===== config.mk =====
export PLATFORM = sky130hd
export DESIGN_NAME = dct_block_ctrl
export DESIGN_NICKNAME = d
export VERILOG_FILES = /design/src/rtl/dct_ctrl_pkg.sv /design/src/rtl/dct_ctrl_watchdog.sv /design/src/rtl/dct_block_ctrl.sv
export SDC_FILE = /design/constraint.sdc
export NUM_CORES = 1
export LEC_CHECK = 0
export CAP_MARGIN = 5
export CELL_PAD_IN_SITES_DETAIL_PLACEMENT = 1
export CELL_PAD_IN_SITES_GLOBAL_PLACEMENT = 1
export CORE_UTILIZATION = 29
export DETAILED_ROUTE_END_ITERATION = 10
export HOLD_SLACK_MARGIN = 0.03
export PLACE_DENSITY_LB_ADDON = 0.2
export SLEW_MARGIN = 20
export SYNTH_ARGS = -nofsm -noshare
export SYNTH_HDL_FRONTEND = slang
export SYNTH_SLANG_ARGS = --single-unit
export TNS_END_PERCENT = 1

===== constraint.sdc =====
create_clock -name clk -period 1.5 [get_ports clk]
set_input_delay 0.225 -clock clk [delete_from_list [all_inputs] [get_ports clk]]
set_output_delay 0.225 -clock clk [all_outputs]
set_load 0.1 [all_outputs]

===== src/rtl/dct_ctrl_pkg.sv =====
// Shared types and constants for the 8x8 transform sequencing controller.
// Optional watchdog/ERROR state is enabled by defining DCT_CTRL_TIMEOUT_EN.
package dct_ctrl_pkg;

  localparam int BLK_DIM  = 8;
  localparam int IDX_W    = 3;
  localparam logic [IDX_W-1:0] LAST_IDX = 3'd7;
  localparam int DEF_TIMEOUT_CYCLES = 255;

  typedef enum logic [2:0] {
    ST_IDLE      = 3'd0,
    ST_RESTART   = 3'd1,
    ST_ISSUE     = 3'd2,
    ST_WAIT_DONE = 3'd3
`ifdef DCT_CTRL_TIMEOUT_EN
    ,
    ST_ERROR     = 3'd4
`endif
  } ctrl_state_t;

endpackage


===== src/rtl/dct_ctrl_watchdog.sv =====
// Stall watchdog: counts consecutive stalled cycles and flags when the
// count reaches TIMEOUT_CYCLES. Any non-stalled cycle clears the count.
module dct_ctrl_watchdog
  import dct_ctrl_pkg::*;
#(
  parameter int TIMEOUT_CYCLES = DEF_TIMEOUT_CYCLES
) (
  input  logic clk,
  input  logic rst_n,
  input  logic i_stall,
  output logic o_timeout
);

  localparam int W = $clog2(TIMEOUT_CYCLES + 1);

  logic [W-1:0] r_cnt;

  // Timeout fires on the stalled cycle that would make the count reach the limit.
  assign o_timeout = i_stall && (r_cnt == W'(TIMEOUT_CYCLES - 1));

  // Consecutive-stall counter; a handshake or state change is a non-stall cycle.
  always_ff @(posedge clk or negedge rst_n) begin
    if (!rst_n)        r_cnt <= '0;
    else if (!i_stall) r_cnt <= '0;
    else if (!o_timeout) r_cnt <= r_cnt + 1'b1;
  end

endmodule


===== src/rtl/dct_block_ctrl.sv =====
// Sequencing controller for the 8x8 transform stage: restarts and steps the
// external double_counter, issues one coefficient request per (u,v) and
// reports block completion. Define DCT_CTRL_TIMEOUT_EN for the watchdog.
module dct_block_ctrl
  import dct_ctrl_pkg::*;
#(
  parameter int TIMEOUT_CYCLES = DEF_TIMEOUT_CYCLES,
  parameter int CNT_W          = 16
) (
  input  logic             clk,
  input  logic             rst_n,
  input  logic             start,
  output logic             start_ready,
  output logic             dc_restart,
  output logic             dc_go,
  input  logic [IDX_W-1:0] dc_u,
  input  logic [IDX_W-1:0] dc_v,
  input  logic             dc_done,
  output logic             coef_valid,
  output logic [IDX_W-1:0] coef_u,
  output logic [IDX_W-1:0] coef_v,
  input  logic             coef_ready,
  output logic             blk_done,
  output logic             busy,
  output logic [CNT_W-1:0] blk_count,
  output logic             err
);

  ctrl_state_t      r_state, w_next;
  logic             r_blk_done;
  logic [CNT_W-1:0] r_blk_count;
  logic             w_hs, w_last, w_fin, w_timeout;

  assign w_hs   = coef_valid && coef_ready;
  assign w_last = w_hs && (dc_u == LAST_IDX) && (dc_v == LAST_IDX);
  assign w_fin  = (r_state == ST_WAIT_DONE) && dc_done;

`ifdef DCT_CTRL_TIMEOUT_EN
  logic w_stall;
  logic r_err;

  assign w_stall = ((r_state == ST_ISSUE) && !coef_ready) ||
                   ((r_state == ST_WAIT_DONE) && !dc_done);

  dct_ctrl_watchdog #(.TIMEOUT_CYCLES(TIMEOUT_CYCLES)) u_wdog (
    .clk       (clk),
    .rst_n     (rst_n),
    .i_stall   (w_stall),
    .o_timeout (w_timeout)
  );

  // Sticky fault flag, cleared only by reset.
  always_ff @(posedge clk or negedge rst_n) begin
    if (!rst_n)         r_err <= 1'b0;
    else if (w_timeout) r_err <= 1'b1;
  end

  assign err = r_err;
`else
  assign w_timeout = 1'b0;
  assign err       = 1'b0;
`endif

  // State register.
  always_ff @(posedge clk or negedge rst_n) begin
    if (!rst_n) r_state <= ST_IDLE;
    else        r_state <= w_next;
  end

  // Next-state logic; start outside IDLE is dropped, not queued.
  always_comb begin
    w_next = r_state;
    case (r_state)
      ST_IDLE:      if (start) w_next = ST_RESTART;
      ST_RESTART:   w_next = ST_ISSUE;
      ST_ISSUE:     if (w_last) w_next = ST_WAIT_DONE;
      ST_WAIT_DONE: if (dc_done) w_next = ST_IDLE;
`ifdef DCT_CTRL_TIMEOUT_EN
      ST_ERROR:     w_next = ST_ERROR;
`endif
      default:      w_next = ST_IDLE;
    endcase
    if (w_timeout) begin
`ifdef DCT_CTRL_TIMEOUT_EN
      w_next = ST_ERROR;
`endif
    end
  end

  // State-decoded outputs; the counter only steps on an accepted request.
  always_comb begin
    start_ready = (r_state == ST_IDLE);
    dc_restart  = (r_state == ST_RESTART);
    coef_valid  = (r_state == ST_ISSUE);
    busy        = (r_state != ST_IDLE);
    dc_go       = coef_valid && coef_ready;
    coef_u      = dc_u;
    coef_v      = dc_v;
  end

  // Completion pulse and wrapping block counter, both one cycle after dc_done.
  always_ff @(posedge clk or negedge rst_n) begin
    if (!rst_n) begin
      r_blk_done  <= 1'b0;
      r_blk_count <= '0;
    end else begin
      r_blk_done <= w_fin;
      if (w_fin) r_blk_count <= CNT_W'(r_blk_count + 1'b1);
    end
  end

  assign blk_done  = r_blk_done;
  assign blk_count = r_blk_count;

endmodule


; After elaboration in Yosys (flattened, before gate mapping)
; Index checks and enable logic that the tools add are counted.
[totals]
register_bits = 20
in_bits = 11
out_inout_bits = 29
wordCells = 23
[op_classes]
addsub = 1
n_eq_ne = 8
n_mux = 4
reduce_logical = 7
[op_table]
columns = cell, count
row1 = $add 16x1->16 const B, 1
row2 = $pmux 3 s4, 1
row3 = $mux 3, 3
row4 = $eq 3x2->1 const B, 2
row5 = $eq 3x3->1 const B, 2
row6 = $logic_and 1x1->1, 4
row7 = $ne 2x2->1 const B, 2
row8 = $eq 3x1->1 const B, 1
row9 = $logic_not 3->1, 1
row10 = $reduce_and 3->1, 1
row11 = $reduce_bool 3->1, 1
row12 = $ne 2x1->1 const B, 1

; Logic depth before layout (Yosys ltp)
; Gate-level depths: netlist of run 1.
[logic_depth]
depth_word = 6
ltp_mapped = 5
depth_no_buf = 5

; Worst setup path before layout of run 1
; OpenSTA, ideal clock, no wires.
[synth_path]
path_kind = reg2reg
start = register r_state[0]
end = register r_state[1]
setup_ns = 0.125
arrival_ns = 2.748
required_ns = 1.375
path_slack_ns = -1.373
stages_incl_launch_ff = 6
path_buffers = 0
period_less_slack_ns = 2.873
cell_sequence = dfrtp_1 -> inv_1 -> ha_1 -> inv_1 -> o211ai_1 -> mux2_2
[synth_via]
elab_cells_between_ends = 12
classes_between = 6 x eq/ne / 1 x mux / 5 x reduce/logical
[synth_lines]
columns = item, line
row1 = "start, declared", dct_block_ctrl.sv:29  ; ctrl_state_t r_state, w_next;
row2 = "start signal, assigned", dct_block_ctrl.sv:67  ; else r_state <= w_next;
row3 = $logic_not 3->1 *, n/a
row4 = net start_ready, dct_block_ctrl.sv:13  ; output logic start_ready,
row5 = $ne 2x2->1 (no line), n/a
row6 = $reduce_and 3->1 (no line), n/a
; The timed path passes the listed nets; every way through them passes the cells marked *.
; A chain may end at the register's enable or synchronous reset.

; Worst setup path after layout of run 1
[layout_path]
start = register r_state[0]
end = output dc_go
[layout_via]
elab_chain_cells = 2
[layout_rtl]
columns = item, line
row1 = $eq 3x2->1, dct_block_ctrl.sv:94  ; coef_valid = (r_state == ST_ISSUE);
row2 = $logic_and 1x1->1, dct_block_ctrl.sv:96  ; dc_go = coef_valid && coef_ready;
row3 = "end, declared", dct_block_ctrl.sv:15  ; output logic dc_go,
; Every way passes these cells.

==> results of run 1 <==
-- state kept, by name, indices dropped and copies added (netlist names) --
register and cells:
blk_count 16, blk_done 1, r_state 2
-- power groups by stage --
stage,Clock [uW],Sequential [uW],Combinational [uW]
after floorplan,0,1170,934
after global routing,293,711,2610
after CTS,267,690,2460
after global placement,0,697,2290
after detailed placement,0,699,2350
final,257,696,2490
-- Yosys cell counts --
cell,number,area (um^2)
nor2_2,2,12.5
nand2_1,3,11.3
buf_4,7,52.6
xor2_1,4,35.0
inv_1,3,11.3
and2_1,2,12.5
nand2b_1,1,6.26
clkbuf_1,1,3.75
mux2_2,2,22.5
nor2_1,2,7.51
xnor2_1,11,96.3
ha_1,5,62.6
and4_4,2,22.5
o21ai_0,1,5.00
dfrtp_1,19,475
conb_1,1,3.75
and3_2,1,7.51
o211ai_1,1,7.51
a22oi_1,1,7.51
nand3_1,5,25.0
nand4_2,1,12.5
nand4_1,7,43.8
-- metal layers --
layer  track usage  routed length, um  vias up
met5             0                  0        -
li1              -                  -      389
met4        0.0408                 42        0
met1         0.213               1020      398
met2         0.338               1480       27
met3        0.0262                103        4
-- cells by family after synthesis --
logic type | after synthesis | synth area share
flip-flops | 19 | 0.503
AO/OA/AOI/OAI | 3 | 0.0212
other | 1 | 0.00397
buffers and inverters | 11 | 0.0715
AND/OR/NAND/NOR | 26 | 0.171
XOR/XNOR | 15 | 0.139
multiplexers | 2 | 0.0238
adder cells (fa/ha/maj) | 5 | 0.0662
-- stage by stage --
stage	instance area, um^2	worst slack (ps)	instances	hold slack (ps)	setup TNS (ps)
3_5_place_dp	1780	-176	177	532	-649
3_3_place_gp	1780	-53.6	177	520	-149
4_1_cts	1870	-87.8	185	265	-239
2_1_floorplan	962	-698	82	-70.6	-6980
6_report	1880	-94.9	185	259	-314
5_1_grt	1880	-171	185	274	-1480
-- worst reg2reg max path, delay by kind of cell (launching register included) --
family          cells  cell delay [ps]
buf+inv             2              200
flops               1              440
fa+ha+maj           1              160
compound gates      1              270
mux                 1              380
-- final cells by class --
| cell class | count | share of cell area |
|---|---|---|
| inverters | 3 | 0.00801 |
| clock inverters | 1 | 0.00267 |
| clock buffers | 3 | 0.0120 |
| flip-flops and latches | 19 | 0.254 |
| repair buffers | 63 | 0.456 |
| well taps | 44 | 0.0294 |
| multi-input cells | 52 | 0.238 |
-- repair_timing --
action | CTS | global route
setup buffers | 4 | 0
resized for setup | 6 | 3
pin swaps | 1 | 0
setup endpoints to repair | 6 | 17
-- path summary, 6_finish.rpt --
| path | end | cells past startpoint | slack [ps] | startpoint |
|---|---|---|---|---|
| worst max-delay path | dc_go | 4 | -90 | r_state[0]$_DFFE_PN0P_ |
| worst min-delay path | blk_count[12]$_DFFE_PN0P_ | 2 | 260 | rst_n |
| worst max register to register | r_state[1]$_DFFE_PN0P_ | 5 | -60 | r_state[1]$_DFFE_PN0P_ |
| worst min register to register | blk_count[15]$_DFFE_PN0P_ | 1 | 540 | blk_count[15]$_DFFE_PN0P_ |
| max in group asynchronous | r_state[1]$_DFFE_PN0P_ | 2 | 1030 | rst_n |
| min in group clk | blk_count[15]$_DFFE_PN0P_ | 1 | 540 | blk_count[15]$_DFFE_PN0P_ |
==> flow_metrics.tcl, run 1 <==
set metrics [dict create \
    p_leak_uw 0.000842 \
    die_w_um 59.1 \
    worstPathBufferInverterCount 2 \
    antenna_found_initial 0 \
    design.core.area_mm2 0.00308 \
    intPower_uw 1690 \
    place.port_buffers 38 \
    seqPwrFrac 0.202 \
    fillers 297 \
    postSynthCellCount 82 \
    vdd_ir_drop_max_mv 1.93 \
    ant_nets 0 \
    ys_ff_latch 19 \
    p_sw_frac 0.509 \
    cts_buffer_depth 2 \
    utilization 0.609 \
    syn_area_um2 945 \
    critPathLaunchType "register" \
    drt-total-wl_mm 2.64 \
    drt_iter0_drc 21 \
    cts.sinks 19 \
    finalSetupViolations 6 \
    rsz0062_at_grt "yes" \
    fin_nets 158 \
    die_area_mm2 0.00349 \
    h-tree-depth 1 \
    ctsHoldBuffers 0 \
    pin_count 40 \
    drv_cap 0 \
    period_minus_slack_ps 1590 \
    clk_latency_ps 290 \
    clockPowerShare 0.075 \
    power_density_mw_per_mm2 1840 \
    num_antenna_cells 0 \
    grt_max_degree 20 \
    clkTransAtPathRegs_ps 120 \
    violations "negative setup slack" \
    pwr-share-comb 0.723 \
    final_common_cell "buf_12" \
    synth.distinct_cells 22 \
    synth_warnings 0 \
    multi_input_area_um2 447 \
    grtUsageTotal 0.179 \
    finalPower_uw 3450 \
    final_cell_mix "buf_12 (28), buf_4 (23), dfrtp_1 (19), xnor2_1 (11), clkdlybuf4s50_1 (10)" \
    grt_overflow 0 \
    wl_per_cell_um 14.3 \
    cp_data_arrival_time_ps 1370 \
    end_kind "output port" \
    via_count 818 \
    postLayoutSetupSlackWorst_ps -94.9 \
    grt_pass1_vias 947 \
    drcViolationCount 0 \
    cts_root_buf "clkbuf_4" \
    post-route-period-util 1.06 \
    gp_congestion 0.704 \
    synth.avg_cell_area_um2 11.5 \
    hold_viol_final 0 \
    ff_latch_area_um2 475 \
    crit_slowest_cell "dfrtp_1" \
    drive_gt1_frac 0.525 \
    slowest_delay_ps 430 \
    cp.required_ps 1270 \
    ys_seq_area_frac 0.503 \
    initial_core_util 0.307 \
    hold_class "in2async" \
    drt_pass1_iterations 4 \
    cp_cell_sequence "inv_2 -> ha_2 -> and2_2 -> buf_12" \
    cts_made_buffers 3 \
    cts_tree "yes" \
    worst-path-max-fanout 3 \
    final_max_slew_viol_count 0 \
    avgViaCountPerCell 4.42 \
    max_freq_mhz 627 \
    die_h_um 59.1 \
    hpwlAfterDp_mm 2.07 \
    grt_first_pass_wirelength_mm 4.65 \
    crit_type "reg2out" \
    switching_power_uw 1750 \
    area_delta_synth_final_pct 98.5 \
    status "finished with violations" \
    critical_path.top_delay_family "flip-flops" \
    synthesis.nets 98 \
    skew_ps 9.03 \
    core.rowCount 20 \
]
No activity file was read; power rests on OpenSTA's default activity.
==> run 2: changes to the inputs <==
--- a/config.mk
+++ b/config.mk
@@ -11,6 +11,7 @@
 export CORE_UTILIZATION = 29
 export DETAILED_ROUTE_END_ITERATION = 10
 export HOLD_SLACK_MARGIN = 0.03
+export MAX_ROUTING_LAYER = met4
 export PLACE_DENSITY_LB_ADDON = 0.2
 export SLEW_MARGIN = 20
 export SYNTH_ARGS = -nofsm -noshare
==> constraint.sdc (replaced) <==
create_clock -name clk -period 1.65 [get_ports clk]
set_input_delay 0.2475 -clock clk [delete_from_list [all_inputs] [get_ports clk]]
set_output_delay 0.2475 -clock clk [all_outputs]
set_load 0.1 [all_outputs]
==> flow_metrics.tcl, run 2 (synthesis gave the netlist of run 1 again) <==
set metrics [dict create \
    reg2reg_to "r_state[1]$_DFFE_PN0P_" \
    drt_iter0_drc 6 \
    drv_cap 0 \
    cts_tree "yes" \
    finalSetupTns_ps 0 \
    die_w_um 59.1 \
    core.rowCount 20 \
    p_leak_uw 0.000762 \
    grt_overflow 0 \
    via_count 762 \
    power_density_mw_per_mm2 1670 \
    largest_reg_flops 16 \
    design.core.area_mm2 0.00308 \
    grt_pass1_vias 815 \
    h-tree-depth 1 \
    avgViaCountPerCell 4.51 \
    cp_cell_sequence "inv_2 -> ha_4 -> and2_4 -> buf_12" \
    end_kind "output port" \
    cts_buffer_depth 2 \
    hpwlAfterDp_mm 1.80 \
    hold_viol_final 0 \
    cp.required_ps 1400 \
    cts.sinks 19 \
    wl_per_cell_um 13.2 \
    pin_count 40 \
    initial_core_util 0.307 \
    critPathLaunchType "register" \
    worst-path-max-fanout 4 \
    drt_pass1_iterations 4 \
    area_delta_synth_final_pct 83.8 \
    clkTransAtPathRegs_ps 110 \
    rsz0062_at_grt "no" \
    max_freq_mhz 638 \
    critical_path.top_delay_family "flip-flops" \
    ant_nets 0 \
    final_max_slew_viol_count 0 \
    cts_root_buf "clkbuf_4" \
    fin_nets 142 \
    postCtsSetupRepairBufs 0 \
    grtUsageTotal 0.150 \
    status "finished, final reports clean" \
    drive_gt1_frac 0.448 \
    period_minus_slack_ps 1570 \
    place.port_buffers 38 \
    clk_latency_ps 300 \
    vdd_ir_drop_max_mv 1.30 \
    crit_slowest_cell "dfrtp_1" \
    grt_max_degree 20 \
    skew_ps 6.35 \
    die_h_um 59.1 \
    drcViolationCount 0 \
    finalPower_uw 2900 \
    cp_data_arrival_time_ps 1320 \
    cts_made_buffers 3 \
    num_antenna_cells 0 \
    hold_class "in2async" \
    finalSetupViolations 0 \
    antenna_found_initial 0 \
    worstPathBufferInverterCount 2 \
    crit_type "reg2out" \
    r2r-start "r_state[1]$_DFFE_PN0P_" \
    r2r_slack_ps 100 \
    slowest_delay_ps 420 \
    drt-total-wl_mm 2.23 \
    cp-startpoint "r_state[0]$_DFFE_PN0P_" \
    gp_congestion 0.764 \
    final_common_cell "buf_12" \
    grt_first_pass_wirelength_mm 3.81 \
    reg2reg_depth 5 \
    post-route-period-util 0.949 \
    die_area_mm2 0.00349 \
    final_cell_mix "buf_12 (28), dfrtp_1 (18), xnor2_1 (11), clkdlybuf4s50_1 (10), buf_4 (9)" \
]
## run 2: cell types whose count changed in the layout (fill, tap and decap cells not counted), sizes merged
| cell | before | now |
|---|---|---|
| buf | 53 | 37 |
## run 2: final cells by class
type | count | area [um^2]
Clock inverter | 1 | 5.00
Clock buffer | 3 | 22.5
Fill cell | 311 | 1340
Multi-Input combinational cell | 52 | 434
Inverter | 3 | 15.0
Timing Repair Buffer | 47 | 728
Sequential cell | 19 | 477
Tap cell | 44 | 55.1
## run 2: where the power goes
group	internal, uW	leakage (uW)	switching [uW]
Clock	90.2	0.0000177	144
Combinational	738	0.000491	1250
Sequential	553	0.000253	116
Total	1380	0.000762	1520
## run 2: metrics by stage
step / setup slack [ps] / instances / utilization / instance area, um^2 / hold WS (ps)
after CTS: 32.5 / 169 / 0.562 / 1730 / 281
after global placement: 35.7 / 165 / 0.550 / 1690 / 520
after global routing: 13.7 / 169 / 0.564 / 1740 / 275
after detailed placement: -8.68 / 165 / 0.550 / 1690 / 527
final: 83.4 / 169 / 0.564 / 1740 / 279
after floorplan: -551 / 82 / - / 965 / -48.1
## run 2: metal layers
layer	vias up	track usage	routed length, um
li1	358	-	-
met1	375	0.172	891
met2	27	0.266	1180
met3	2	0.0306	145
met4	0	0.0408	14
met5	-	-	0
## run 2: how the worst max path moves through the flow
stage          depth (start not counted)                        end  slack [ps]
6_report                               4                      dc_go          80
5_1_grt                                5  blk_count[12]$_DFFE_PN0P_          10
4_1_cts                                5  blk_count[12]$_DFFE_PN0P_          30
3_5_place_dp                           5  blk_count[12]$_DFFE_PN0P_          -9
3_3_place_gp                           5   blk_count[8]$_DFFE_PN0P_          40
2_1_floorplan                          5     r_state[1]$_DFFE_PN0P_        -550
## run 2: what timing repair did
action,in CTS,in global routing
setup endpoints to repair,1,6
hold buffers,0,0
gates cloned,0,0
pin swaps,0,1
gates resized for setup,1,3
==> variant (config.mk and constraints of run 1) <==
Encoding of `ctrl_state_t`: now one-hot (4 bits for 4 states).
--- a/src/rtl/dct_ctrl_pkg.sv
+++ b/src/rtl/dct_ctrl_pkg.sv
@@ -8,9 +8,9 @@
   localparam int DEF_TIMEOUT_CYCLES = 255;
 
-  typedef enum logic [2:0] {
-    ST_IDLE      = 3'd0,
-    ST_RESTART   = 3'd1,
-    ST_ISSUE     = 3'd2,
-    ST_WAIT_DONE = 3'd3
+  typedef enum logic [3:0] {
+    ST_IDLE      = 4'b0001,
+    ST_RESTART   = 4'b0010,
+    ST_ISSUE     = 4'b0100,
+    ST_WAIT_DONE = 4'b1000
 `ifdef DCT_CTRL_TIMEOUT_EN
     ,
Behaviour: no difference found for any inputs over 10 cycles, from zero or initial values and one cycle with rst_n low; not proved beyond that.
==> variant against run 1 <==
The flow still finishes with violations (setup timing); final area is 5.3% higher; worst setup slack lost 180 ps; routed wire length is 7.8% higher; area after synthesis grew 13%; hold slack better by 43 ps; via count is 13% higher; non-clock buffer count down 5; sequential cell count up 2.
Power is not compared: it rests on default switching activity, and its combinational part moved more than twofold at a synthesized area within 25%.
==> variant: results (changes against run 1) <==
Synth area leaders dfrtp_1 (47%), xnor2_1 (7.4%), buf_4 (5.6%); share of layout cells above drive strength 1 45.2% (-7.3 points); Worst-path clk slew 80 ps (-40 ps); worst setup margin -278 ps (-183 ps); vias in the first global route 1017 (+7.4%); post-synthesis mux area share 1.05% (-1.3 points); CP arrival 1550 ps (+180 ps); Seq/Total Area, Yosys 49.2% (-1.1 points); worst slack at placement -119 ps (+57.6 ps); CTS Root Cell clkbuf_8; final setup skew 2.21 ps (-6.82 ps); placed cell count 197 (+11%); status finished, violations left; Distinct cells, synth 28 (+27%); fill count 352 (+19%); Setup Viol. Count Final 8 (+2); Post-CTS Resized 9 (+3); failing checks setup timing; routed vias 922 (+13%); Slowest Stage Delay on Critical Path 400 ps (-30 ps); Post-synth top cells dfrtp_1 (20), nor2_1 (9), xnor2_1 (9), buf_4 (8); Num CTS Buffers 3 (unchanged); DR WL/cell 14.2 microns (-0.82%); Mapped Nets 113 (+15%); Setup TNS -925 ps (-611 ps); Final nets 168 (+6.3%); maximum buffer depth of the clock tree 2 (unchanged); # Post-CTS Setup Buffers 0 (-4); xor/xnor share of the synthesized area 12.3% (-1.6 points); DRT iter0 DRCs 17 (-19%); Vias/cell 4.59 (+3.7%); Synth Area in Compound Gates 3.63% (+1.5 points)
## variant: cell count changes after synthesis, moves of 3 or more
cell,before,now
a21oi_1,0,3
and4_1,0,3
ha_1,5,1
nand2_1,3,6
nor2_1,2,9
## variant: per-layer routing
metal / vias to the layer above / routed length (microns) / track usage [%]
li1: 439 / - / -
met1: 451 / 1070 / 18.7
met2: 27 / 1620 / 30.7
met3: 5 / 122 / 2.74
met4: 0 / 34 / 5.23
met5: - / 0 / 0
## variant: critical path, delay by kind of cell (launching register included)
kind / cells / cell delay (ps)
flip-flops: 1 / 400
AND/OR/NAND/NOR: 3 / 630
buffers and inverters: 2 / 240
## variant: power by group through the flow
stage / logic [uW] / registers (uW) / clock network [uW]
6_report: 1070 / 660 / 384
3_3_place_gp: 1020 / 661 / 0
4_1_cts: 1080 / 660 / 392
3_5_place_dp: 1040 / 660 / 0
2_1_floorplan: 593 / 695 / 0
5_1_grt: 1120 / 667 / 418
## variant: layout make-up
class	count	area, sq um	area share (%)
Clock buffer	3	41.3	2.09
Clock inverter	1	5.00	0.253
Inverter	5	22.5	1.14
Multi-Input combinational cell	67	502	25.4
Sequential cell	21	528	26.7
Tap cell	46	57.6	2.92
Timing Repair Buffer	58	818	41.4
## variant: final timing paths
check | cells past startpoint | to | slack, ps | from
max | 5 | dc_go | -280 | r_state[3]$_DFFE_PN0P_
min | 2 | r_state[2]$_DFFE_PN0P_ | 300 | rst_n
max reg2reg | 5 | r_state[0]$_DFFE_PN1P_ | -40 | r_state[2]$_DFFE_PN0P_
min reg2reg | 1 | blk_count[15]$_DFFE_PN0P_ | 530 | blk_count[15]$_DFFE_PN0P_
max in group asynchronous | 2 | r_state[0]$_DFFE_PN1P_ | 930 | rst_n
min in group clk | 1 | blk_count[15]$_DFFE_PN0P_ | 530 | blk_count[15]$_DFFE_PN0P_
